**src/rtl/gradient_pkg.sv**
```systemverilog
// Shared types, widths and round-robin helper for the gradient arbiter and its datapath.
package gradient_pkg;

    localparam int GRAD_W = 8;
    localparam int SUM_W  = 17;

    typedef logic [GRAD_W-1:0] grad_t;

    localparam grad_t G_MAX = 8'd255;

    // Wraps an index that has stepped at most one lap past the lane count.
    function automatic int rr_wrap(input int v, input int n);
        return (v >= n) ? (v - n) : v;
    endfunction

endpackage

```
**src/rtl/total_gradient.sv**
```systemverilog
// Combinational gradient magnitude: g = min(255, floor(sqrt(gx^2 + gy^2))).
module total_gradient
    import gradient_pkg::*;
(
    input  grad_t gx,
    input  grad_t gy,
    output grad_t g
);

    localparam int ROOT_W = 9;
    localparam int SQ_W   = 2 * ROOT_W;

    logic [SUM_W-1:0]  sum;
    logic [ROOT_W-1:0] root;
    logic [ROOT_W-1:0] trial;

    assign sum = SUM_W'(gx) * SUM_W'(gx) + SUM_W'(gy) * SUM_W'(gy);

    // Bit-serial square root: keep each root bit whose square still fits under the sum.
    always_comb begin
        root  = '0;
        trial = '0;
        for (int b = ROOT_W - 1; b >= 0; b--) begin
            trial = root | (ROOT_W'(1) << b);
            if (SQ_W'(trial) * SQ_W'(trial) <= SQ_W'(sum)) begin
                root = trial;
            end
        end
        g = (root > {1'b0, G_MAX}) ? G_MAX : root[GRAD_W-1:0];
    end

endmodule

```
**src/rtl/gradient_arbiter.sv**
```systemverilog
// Round-robin arbiter sharing one total_gradient datapath across NUM_REQ lanes.
// Optional threshold output enabled by defining GRADIENT_ARB_THRESH_EN.
module gradient_arbiter
    import gradient_pkg::*;
#(
    parameter int NUM_REQ = 4,
    parameter int ID_W    = $clog2(NUM_REQ)
) (
    input  logic                      clk,
    input  logic                      n_rst,
    input  logic                      clear,
    input  logic [NUM_REQ-1:0]        req_valid,
    output logic [NUM_REQ-1:0]        req_ready,
    input  logic [NUM_REQ*GRAD_W-1:0] req_gx,
    input  logic [NUM_REQ*GRAD_W-1:0] req_gy,
    output logic                      resp_valid,
    input  logic                      resp_ready,
    output grad_t                     resp_g,
    output logic [ID_W-1:0]           resp_id
`ifdef GRADIENT_ARB_THRESH_EN
    ,
    input  grad_t                     thresh,
    output logic                      resp_edge
`endif
);

    logic [ID_W-1:0] ptr;
    logic [ID_W-1:0] gnt;
    logic            any_valid;
    logic            accept;
    logic            transfer;
    grad_t           gx_sel;
    grad_t           gy_sel;
    grad_t           g_calc;

    // First valid lane at or after ptr, wrapping; any_valid guarantees gnt is a real requester.
    always_comb begin
        gnt = '0;
        for (int k = NUM_REQ - 1; k >= 0; k--) begin
            if (req_valid[ID_W'(rr_wrap(int'(ptr) + k, NUM_REQ))]) begin
                gnt = ID_W'(rr_wrap(int'(ptr) + k, NUM_REQ));
            end
        end
    end

    assign any_valid = |req_valid;
    assign accept    = !resp_valid || resp_ready;
    assign transfer  = any_valid && accept && !clear;
    assign req_ready = transfer ? (NUM_REQ'(1) << gnt) : '0;

    assign gx_sel = req_gx[gnt*GRAD_W +: GRAD_W];
    assign gy_sel = req_gy[gnt*GRAD_W +: GRAD_W];

    total_gradient u_total_gradient (
        .gx (gx_sel),
        .gy (gy_sel),
        .g  (g_calc)
    );

    always_ff @(posedge clk or negedge n_rst) begin
        if (!n_rst) begin
            resp_valid <= 1'b0;
            resp_g     <= '0;
            resp_id    <= '0;
            ptr        <= '0;
        end else if (clear) begin
            resp_valid <= 1'b0;
            ptr        <= '0;
        end else if (transfer) begin
            resp_valid <= 1'b1;
            resp_g     <= g_calc;
            resp_id    <= gnt;
            ptr        <= ID_W'(rr_wrap(int'(gnt) + 1, NUM_REQ));
        end else if (resp_ready) begin
            resp_valid <= 1'b0;
        end
    end

`ifdef GRADIENT_ARB_THRESH_EN
    always_ff @(posedge clk or negedge n_rst) begin
        if (!n_rst) begin
            resp_edge <= 1'b0;
        end else if (!clear && transfer) begin
            resp_edge <= (g_calc >= thresh);
        end
    end
`endif

endmodule

```
**config.mk**
```make
export PLATFORM = sky130hd
export DESIGN_NAME = gradient_arbiter
export DESIGN_NICKNAME = d
export VERILOG_FILES = /design/src/rtl/gradient_pkg.sv /design/src/rtl/total_gradient.sv /design/src/rtl/gradient_arbiter.sv
export SDC_FILE = /design/constraint.sdc
export NUM_CORES = 1
export LEC_CHECK = 0
export ABC_AREA = 0
export CAP_MARGIN = 20
export CORE_ASPECT_RATIO = 1.25
export CORE_UTILIZATION = 60
export CTS_CLUSTER_SIZE = 30
export DETAILED_ROUTE_END_ITERATION = 16
export GPL_TIMING_DRIVEN = 0
export HOLD_SLACK_MARGIN = 0.08
export PLACE_DENSITY = 0.93
export SYNTH_ARGS = -nofsm -noshare
export SYNTH_HDL_FRONTEND = slang
export SYNTH_SLANG_ARGS = --single-unit
```
**constraint.sdc**
```tcl
create_clock -name clk -period 53.1 [get_ports clk]
set_input_delay 10.62 -clock clk [delete_from_list [all_inputs] [get_ports clk]]
set_output_delay 10.62 -clock clk [all_outputs]
set_load 0.03 [all_outputs]
```
### Yosys cells after proc, flatten, opt, wreduce, memory -nomap -nowiden

Cells that the tools add are included.

* equality and inequality tests: 0
* div/mod/pow operators: 0
* reduce and logical (&&, ||, !) cells: 9
* multiplexer cells: 37
* bitwise gates (word level): 1
* magnitude comparators: 19
* add/sub/neg operators: 10
* $mul: 10
* shift-type cells: 3

Operators with widths (count)
* less-or-equal comparator 18 x 17 -> 1 bit: 8
* multiplier 9 x 9 -> 18 bit: 8
* variable part select 32 x 6 -> 8 bit: 2
* multiplier 8 x 8 -> 16 bit: 2
* two-way mux 2 bit: 12
* adder 16 x 16 -> 17 bit: 1
* less-or-equal comparator 17 bit, first input constant: 1
* less-than comparator 2 x 4 -> 1 bit, second input constant: 4
* two-way mux 8 bit: 2
* >= comparator 3 bit, second input constant: 4
* two-way mux 1 bit: 12
* subtractor 2 x 1 -> 2 bit, second input constant: 5
* greater-than comparator 9 x 8 -> 1 bit, second input constant: 1
* two-way mux 9 bit: 1
* binary-select mux 1 bit (select 2 bit): 4
* two-way mux 4 bit: 2
* two-way mux 7 bit: 1
* adder 2 x 1 -> 3 bit, second input constant: 2
* adder 2 x 2 -> 3 bit, second input constant: 2
* two-way mux 6 bit: 1
* two-way mux 5 bit: 1
* OR reduction 4 bit: 1
* left shift 1 x 2 -> 4 bit, first input constant: 1
* >= comparator 2 x 3 -> 1 bit, second input constant: 1
* other kinds (8): 10

* ROM bits: 0
* flip-flop bits (word level): 13
* memories kept: 0
* memory bits (writable): 0
* latch bits: 0
* output and inout bits: 15
* logic and storage cells: 93
* bits of input ports: 72

### Depth between registers and ports, before layout

Gate-level depths: netlist (run 1).

* depth in word-level cells: 41
* depth in mapped cells: 182
* gate-level depth less buffers: 175

### By module

A second synthesis (run 1) with hierarchy kept.

* cell total of the unflattened synthesis: 1328
* area, all modules: 11712.5 µm²

Modules (own cells, without submodules)
* total_gradient: cells each 1201, area an instance 10542.6 µm², times used 1, seq. area each 0.0 µm²
* gradient_arbiter: cells each 127, area an instance 1169.9 µm², times used 1, seq. area each 325.3 µm²

### Worst setup path after synthesis (run 1)

Ideal clock, no wire load.

* path kind: input to register
* start point: input port req_valid[0]
* end point: register resp_g[1]
* cell stages on the path: 165
* setup slack: 5.154 ns
* path buffers: 6
* arrival time: 47.881 ns
* required time: 53.034 ns
* library setup time: 0.066 ns
* path through: nand2_1 > a21oi_1 > a21oi_1 > o21ai_1 > inv_2 > clkbuf_1 > buf_1 > nand2_1 > a31oi_1 > nand2_1 > fa_1 > fa_1 > inv_1 > fa_1 > fa_1 > fa_1 > inv_1 > fa_1 > [129 not listed] > fa_1 > a21o_1 > a21oi_1 > o21bai_1 > a21oi_1 > o21ai_0 > a21oi_1 > o21bai_1 > a21oi_1 > o21bai_1 > a21oi_1 > xnor2_1 > ha_1 > nand4_1 > nor4_1 > o21a_1 > a21o_1 > o22a_1

* word-level cells in the longest chain between the ends: 38
* elaborated cells on any way between the ends: 53
* classes of those cells: 1 x add/sub; 10 x mul; 10 x order compare; 2 x shift; 26 x mux; 4 x reduce/logical

Ends and longest elaborated chain
* start: declaration: RTL line gradient_arbiter.sv:12 `input logic [NUM_REQ-1:0] req_valid,`
* binary-select mux 1 bit (select 2 bit): RTL line gradient_arbiter.sv:40 `if (req_valid[ID_W'(rr_wrap(int'(ptr) + k, NUM_REQ))]) begin`
* two-way mux 1 bit (not written as such) (2 in series): RTL line gradient_arbiter.sv:40
* two-way mux 2 bit (3 in series): RTL line gradient_arbiter.sv:40
* two-way mux 2 bit (*): RTL line gradient_arbiter.sv:40
* net gnt[0]: RTL line gradient_arbiter.sv:28 `logic [ID_W-1:0] gnt;`
* variable part select 32 x 6 -> 8 bit (on tied branches): RTL line gradient_arbiter.sv:51, gradient_arbiter.sv:52
* multiplier 8 x 8 -> 16 bit: RTL line total_gradient.sv:17 `assign sum = SUM_W'(gx) * SUM_W'(gx) + SUM_W'(gy) * SUM_W'(gy);`
* adder 16 x 16 -> 17 bit (*): RTL line total_gradient.sv:17
* [20 not listed]
* multiplier 9 x 9 -> 18 bit: RTL line total_gradient.sv:25 `if (SQ_W'(trial) * SQ_W'(trial) <= SQ_W'(sum)) begin`
* less-or-equal comparator 18 x 17 -> 1 bit: RTL line total_gradient.sv:25
* two-way mux 2 bit: RTL line total_gradient.sv:25
* multiplier 9 x 9 -> 18 bit: RTL line total_gradient.sv:25
* less-or-equal comparator 18 x 17 -> 1 bit: RTL line total_gradient.sv:25
* two-way mux 1 bit: RTL line total_gradient.sv:25
* greater-than comparator 9 x 8 -> 1 bit: RTL line total_gradient.sv:29 `g = (root > {1'b0, G_MAX}) ? G_MAX : root[GRAD_W-1:0];`
* two-way mux 8 bit (*): RTL line total_gradient.sv:29
* end signal: assignment: RTL line gradient_arbiter.sv:71 `resp_g <= g_calc;`
* end: declaration: RTL line gradient_arbiter.sv:18 `output grad_t resp_g,`

The timed path passes the listed nets; every way through them passes the cells marked *. The select of a mux whose other input is x is not followed.
A chain may end at the register's enable or synchronous reset.

### Worst setup path in the final report (run 1)

* start point: input port req_valid[1]
* end point: register resp_g[6]

The elaborated chain is that of the path after synthesis.

==> impl_summary.md, run 1 <==
Clock tree
Hold repair after CTS inserted 0 buffers. The CTS sink count is 13. Clock tree synthesis inserted a total of 3 buffers. TritonCTS built the clock tree. The tree is rooted in a clkbuf_16.

The clock reaches the later pin of the worst-skew pair after roughly 0.25 ns. No sink is reached through more buffers than the 2 on the longest clock path. The clock transition at the registers of the reported paths is approximately 0.05 ns.

The H-tree depth is 1.

Routing
The top routing layer in use is met4. The final route contains 10.8k vias. The routed length on met3 is 2480 um. The detailed route wirelength on metal2 is 17,500 um. The count of nets left with antenna violations once routing finished came out at 0.

The detailed router put a total of 11,400 um of wire on met1. The number of detailed-route iterations in the first pass is 9. In the routed design, unresolved DRC markers number 0. The total detailed-routing wirelength is 34,700 um. Dividing the detail-routed wire length by the instance count gives between 20 and 25 um. The detailed router finished its first iteration with 978 violations.

Dividing the detail-routed via count by the number of cells gives 6.41.

Synthesis
For this run, the leading register cell type out of synthesis is dfrtp_1. The cell count after synthesis is 1,344. In this run, synthesis inferred 0 flip-flops with an integrated enable. Summing the areas of all xor and xnor instances in the mapped netlist gives 5.53% of the synthesized area.

The cell area after synthesis is 0.0114 sq mm. After synthesis, the share of cell area in mux cells is 0.924%. Dividing the synthesized area by the synthesized cell count gives 8.46 sq um. The number of nets handed over by synthesis was 1,795. The synthesized-area fraction occupied by adder cells is a little over 50%. fa_1 takes more of the synthesized area than any other cell. Sequential elements use 2.86% of the synthesized area. After synthesis, the largest family of logic cells by area is adder cells.

For this run, the number of Yosys warnings is 0. In the post-synthesis netlist, the biggest area contributors are fa_1, ha_1, inv_1. In this run the biggest area consumer among cell types represents roughly 27% of the synthesized area. Counting flops with an async set or reset pin after synthesis yields a share of 100%.

After synthesis the netlist holds a flip-flop and latch count of 13. Summing the areas of all compound-gate instances in the mapped netlist gives between 10% and 20% of the synthesized area. The number of library cell types mapped by synthesis is slightly below 80. The basic-gate share of the synthesized area counting and, or, nand and nor cells is between 15 and 20%.

Worst setup path
The type of the worst setup path is in2reg. The most frequent cell on the critical path is fa_1. The startpoint of the most critical register-to-register path is ptr[1]$_DFFE_PN0P_.

The slowest stage of the critical path belongs to the cell fa_1. The worst register-to-register path has a setup slack of 11.40 ns. The kind of cell adding the most delay to the critical path is adder cells. The required time reported for the critical path endpoint is ~53 ns. The worst register-to-register path has a depth of 175. For this run, the slowest stage of the critical path takes between 0.7 and 0.8 ns. The type of element capturing the critical path is a register. The worst register-to-register path ends at resp_g[6]$_DFFE_PN0P_. STA puts the critical path data arrival time at 52.18 ns. The nature of the critical path startpoint is an input pin.

The combined buffer and inverter count along the critical path is 33. In this run the worst path has a maximum fanout of 15.

Cells and area
Leaving out fill and tap cells, the most frequent cell in the layout is inv_1. The post-route netlist has 7.01% of its cells at a drive strength greater than 1. The area growth from synthesis to layout is 15.0%.

The final layout contains ~1.9k nets. The finished cells cover 0.0131 sq mm. The library cells used most frequently in the layout, excluding fill and tap cells, are inv_1, ha_1, fa_1. The antenna diode instance count is 0.

Floorplan
The x dimension of the die is 125 um. The top-level port count is 87. The die area is 0.0195 sq mm.

Once the floorplan was initialized, standard cells occupied 62.1% of the core. The die boundary height is about 160 um. The core region is 0.0183 sq mm. After floorplanning, the core was divided into 55 placement rows.

GRT
Global routing finished with a remaining overflow of 0. The first global-routing pass estimated 50,500 um of wire. The all-layer global routing usage is approximately a third.

The largest net degree at the start of global routing is 16. The initial antenna violation count was 0. The via count of the first global-routing pass is approximately 11k.

STA
The largest clock skew in the final design is between 0.002 and 0.0025 ns. For the pin with the worst max-slew slack, the measured transition is 0.750 ns. The total count of hold-check failures in the final report is 0. The final max-slew violation count is 0. Setup slack closes at 1.10 ns. The final critical delay including setup and external delays is 52.00 ns.

On the final layout, the worst hold slack is 0.506 ns. The normalized max-slew margin is 49.6%. Setup violations remaining at the end of the flow were counted as 0. Static timing analysis puts the maximum clock frequency at 19.2 MHz.

Of the available clock period, the critical path in the final layout requires a little over nine tenths.

Place
Detailed placement finished with a half-perimeter wire length of roughly 25,000 um. The post-place setup slack is -1.91 ns. In this run the cell area measured after placement is 0.0126 sq mm.

The count of buffers added on input and output ports is 86. At the end of routability-driven placement, the weighted congestion stood at 0.947.

Worst hold path
The source of the worst hold timing path is resp_g[4]$_DFFE_PN0P_. In this run the worst hold path is classified as reg2reg. The endpoint with the worst hold slack is resp_g[4]$_DFFE_PN0P_. Along the worst hold path, the cell count comes to 1.

Run status
The flow ran to the end, and the final reports show no timing, DRC or antenna violations.

Run
The total of max-cap violations is 0.
kinds of logic after synthesis:
logic type / after synthesis
simple gates: 363
xor+xnor: 71
compound gates: 225
mux: 10
flops: 13
buf+inv: 283
fa+ha+maj: 379
layer usage:
layer,vias to the layer above,track usage (%)
met4,0,25.1
li1,4662,-
met1,5186,32.0
met5,-,0
met3,300,4.25
met2,647,61.1
registers in the layout, indices dropped and copies added, names as in the netlist:
signal / count
resp_id: 2
ptr: 2
resp_valid: 1
resp_g: 8
what timing repair did:
item / in CTS / in global routing
setup buffers: 0 / 20
endpoints found under the setup margin: 8 / 8
pin swaps: 0 / 5
gates resized for setup: 15 / 54
how the worst max path moves through the flow:
stage	to	cells past startpoint	slack [ns]	start
CTS	resp_g[6]$_DFFE_PN0P_	168	0.03	req_valid[1]
global route	resp_g[1]$_DFFE_PN0P_	172	-0.67	req_valid[0]
global placement	resp_g[2]$_DFFE_PN0P_	162	-2.48	req_valid[1]
floorplan	resp_g[1]$_DFFE_PN0P_	165	5.15	req_valid[0]
finish	resp_g[6]$_DFFE_PN0P_	175	1.10	req_valid[1]
detailed placement	resp_g[6]$_DFFE_PN0P_	162	-1.91	req_valid[0]
area by class of cell:
class,count,area [sq um]
Fill cell,1175,5220
Clock inverter,1,5.00
Tap cell,228,285
Timing Repair Buffer,108,1040
Clock buffer,3,75.1
Inverter,261,998
Sequential cell,13,325
Multi-Input combinational cell,1048,10200
Buffer,22,110
per-stage QoR:
stage               TNS, ns  utilization (%)  std cells
finish                    0             71.5       1684
CTS                       0             69.4       1664
floorplan                 0                -       1344
global route          -4.81             71.5       1684
global placement     -19.40             68.4       1658
detailed placement   -14.70             68.6       1660
cells in the mapped netlist (3+ instances only):
master / count
nand2b_1: 7
o21bai_1: 13
o21ai_1: 3
nand4_1: 17
or2_2: 6
xnor2_1: 50
fa_1: 152
dfrtp_1: 13
mux2i_1: 6
and3_1: 22
a211o_1: 3
mux2_2: 4
xor2_1: 20
a211oi_1: 11
a21o_1: 29
ha_1: 227
o22a_1: 7
a31oi_1: 23
inv_2: 3
nor4_1: 5
a21boi_0: 5
o21a_1: 5
nand3_1: 7
o211a_1: 4
nor2b_1: 18
clkbuf_1: 18
o21ai_0: 34
nor3_1: 16
inv_1: 255
a21oi_1: 55
nor2_1: 65
nand2_1: 141
and2_1: 39
Power of run 1 is left out: the tool's default activity adds up to more than one toggle a clock period on the data nets, which glitch-free logic cannot reach.
==> run 2: changes to the inputs <==
--- a/config.mk
+++ b/config.mk
@@ -17,3 +17,4 @@
 export SYNTH_ARGS = -nofsm -noshare
 export SYNTH_HDL_FRONTEND = slang
 export SYNTH_SLANG_ARGS = --single-unit
+export TNS_END_PERCENT = 10
==> results of run 2 <==
Same layout as run 1: the final DEF is identical, and so are final timing and power.
Power of run 2 is left out for the same reason.
==> run 3: changes to the inputs <==
==> constraint.sdc (replaced) <==
create_clock -name clk -period 53.4 [get_ports clk]
set_input_delay 10.68 -clock clk [delete_from_list [all_inputs] [get_ports clk]]
set_output_delay 10.68 -clock clk [all_outputs]
set_load 0.03 [all_outputs]
==> impl_summary.md, run 3 (same netlist as run 1, synthesis figures left out) <==
Run status
The flow ran to the end, and the final reports show no timing, DRC or antenna violations.

Routing
In this run, the number of DRC markers left after iteration 0 of detailed routing was ~870. After detailed routing, the total wire length is 33,400 um. After detailed routing, the number of remaining DRC violations is 0. The routed wirelength normalized by instance count is just under 20 um. The first detailed-routing pass ran for 8 iterations.

In the routed layout, each cell is associated on average with a via count of 6.26. The count of vias placed by the detailed router is roughly 11k. The detail route stage leaves a number of antenna-violating nets equal to 0.

Run
Max-cap violations in this run came to 0.

GRT
The remaining global-route overflow is 0. Entering global routing, the biggest net connects 16 pins. Global routing used 32.3% of the available tracks across all layers. The first global-routing pass estimated 50,500 um of wire. The initial antenna violation count is 0. The via count of the first global-routing pass was between 10k and 15k.

STA
The total count of hold-check failures in the final report is 0. Headroom to the max-slew limit came out at 51.6%. The final critical delay including setup and external delays is 52.07 ns. For the pin with the worst max-slew slack, the measured transition is 0.719 ns. The worst hold slack is 0.505 ns.

The fmax is 19.2 MHz. The final max-slew violation count is 0. Clock skew on the completed layout was measured at 0.00389 ns. The final count of negative-setup-slack endpoints is 0.

In the finished design, the share of the clock period the worst path needs comes to 97.5%.

Worst setup path
The startpoint of the most critical register-to-register path is ptr[1]$_DFFE_PN0P_. The required time reported for the critical path endpoint is 53.58 ns. The type of element capturing the critical path is a register.

The slowest cell on the critical path is fa_1. The cell that appears most often on the critical path is fa_1. For the worst setup path, the data arrival time is 52.26 ns. Along the worst path, the maximum fanout reaches 15. The nature of the critical path startpoint is an input pin. The type of the worst setup path is in2reg. The critical path starts at req_valid[1]. The maximum cell stage delay along the critical path is 0.72 ns.

Cells and area
The number of nets in the layout is between 1.5k and 2k. In the final layout, the registers with the most flip-flops are resp_g: 8 flops, ptr: 2 flops, resp_id: 2 flops. The number of antenna diodes in the final layout is 0. The most flop-heavy register is resp_g. In the layout the commonest cells are inv_1, ha_1, fa_1. The total of fill cells in the finished design is 1,187. The number of flip-flops under the largest register name is 8. The share of post-route cells with drive strength above 1 is 6.81%. From synthesis to final layout, the design area changed by 14.7%. The most common cell after layout, fill and taps aside is inv_1.

Worst hold path
The worst hold-check path type is reg2reg. In this run the most critical hold path is launched from resp_g[4]$_DFFE_PN0P_.

Place
The HPWL after detailed placement is 25,300 um. The final weighted congestion of routability-driven global placement is 0.947. Port buffering added 86 buffers.

Floorplan
The die boundary height is approximately 160 um. Pin placement for this block handled 87 I/O pins. The core region area is 0.0183 sq mm. The die area is roughly 0.02 sq mm. In this run the horizontal extent of the chip is between 100 and 150 um. The cell row count is 55. For this configuration, the core starts out at a cell density of about 62%.

Clock tree
The TritonCTS buffer count is 3. The maximum buffer depth of the clock tree is 2. The H-tree depth is 1. TritonCTS built the clock tree.

The root buffer cell chosen for the clock tree is clkbuf_16. After clock tree synthesis, the clock-pin slew on the worst setup and hold paths is 0.05 ns. The tree built by TritonCTS fans out to 13 sinks.

For this design, the CTS-stage hold fixing added 0 buffers. For the worst-skew pair, the clock arrives at the later sink with an insertion delay of 0.25 ns.
-- run 3: path summary, 6_finish.rpt --
check	end	slack, ns	depth (start not counted)
worst max-delay path	resp_g[6]$_DFFE_PN0P_	1.33	173
worst min-delay path	resp_g[4]$_DFFE_PN0P_	0.51	1
worst max register to register	resp_g[6]$_DFFE_PN0P_	11.65	173
worst min register to register	resp_g[4]$_DFFE_PN0P_	0.51	1
max in group asynchronous	resp_id[1]$_DFFE_PN0P_	42.21	1
min in group asynchronous	resp_g[6]$_DFFE_PN0P_	10.81	1
-- run 3: final cells by class --
class	instances	area (sq um)	share of cell area [%]
Multi-Input combinational cell	1048	10200	78.4
Timing Repair Buffer	106	1030	7.87
Inverter	261	998	7.66
Sequential cell	13	325	2.50
Tap cell	228	285	2.19
Buffer	22	106	0.816
Clock buffer	3	75.1	0.576
Clock inverter	1	5.00	0.0384
-- run 3: layer usage --
layer / GRT usage [%] / share of wire [%] / up-vias
li1: - / - / 4653
met1: 32.0 / 34 / 5021
met2: 61.1 / 51 / 603
met3: 4.25 / 6.5 / 255
met4: 25.1 / 8.8 / 0
met5: 0 / 0 / -
-- run 3: through the flow --
stage	TNS, ns	setup WS (ns)	instances	cell area [sq um]	utilization [%]
floorplan	0	5.39	1344	11400	-
finish	0	1.33	1682	13000	71.2
global route	-4.83	-0.668	1682	13000	71.2
CTS	0	0.273	1664	12700	69.4
global placement	-17.48	-2.24	1658	12500	68.4
detailed placement	-12.78	-1.67	1660	12600	68.6
-- run 3: critical path: cells and delay by family --
kind,cells,cell delay [ns]
adders and majority gates,44,17.86
xor gates and xnor gates,12,1.77
muxes,1,0.15
and+or+nand+nor,40,7.67
AOI/OAI and AO/OA,43,9.51
buffers and inverters,33,4.54
-- run 3: repair_timing --
action                     in CTS  in global routing
pin swaps                       0                  4
resized for setup              15                 45
setup endpoints to repair       8                  8
buffers inserted                0                 18
Power of run 3 is left out for the same reason.
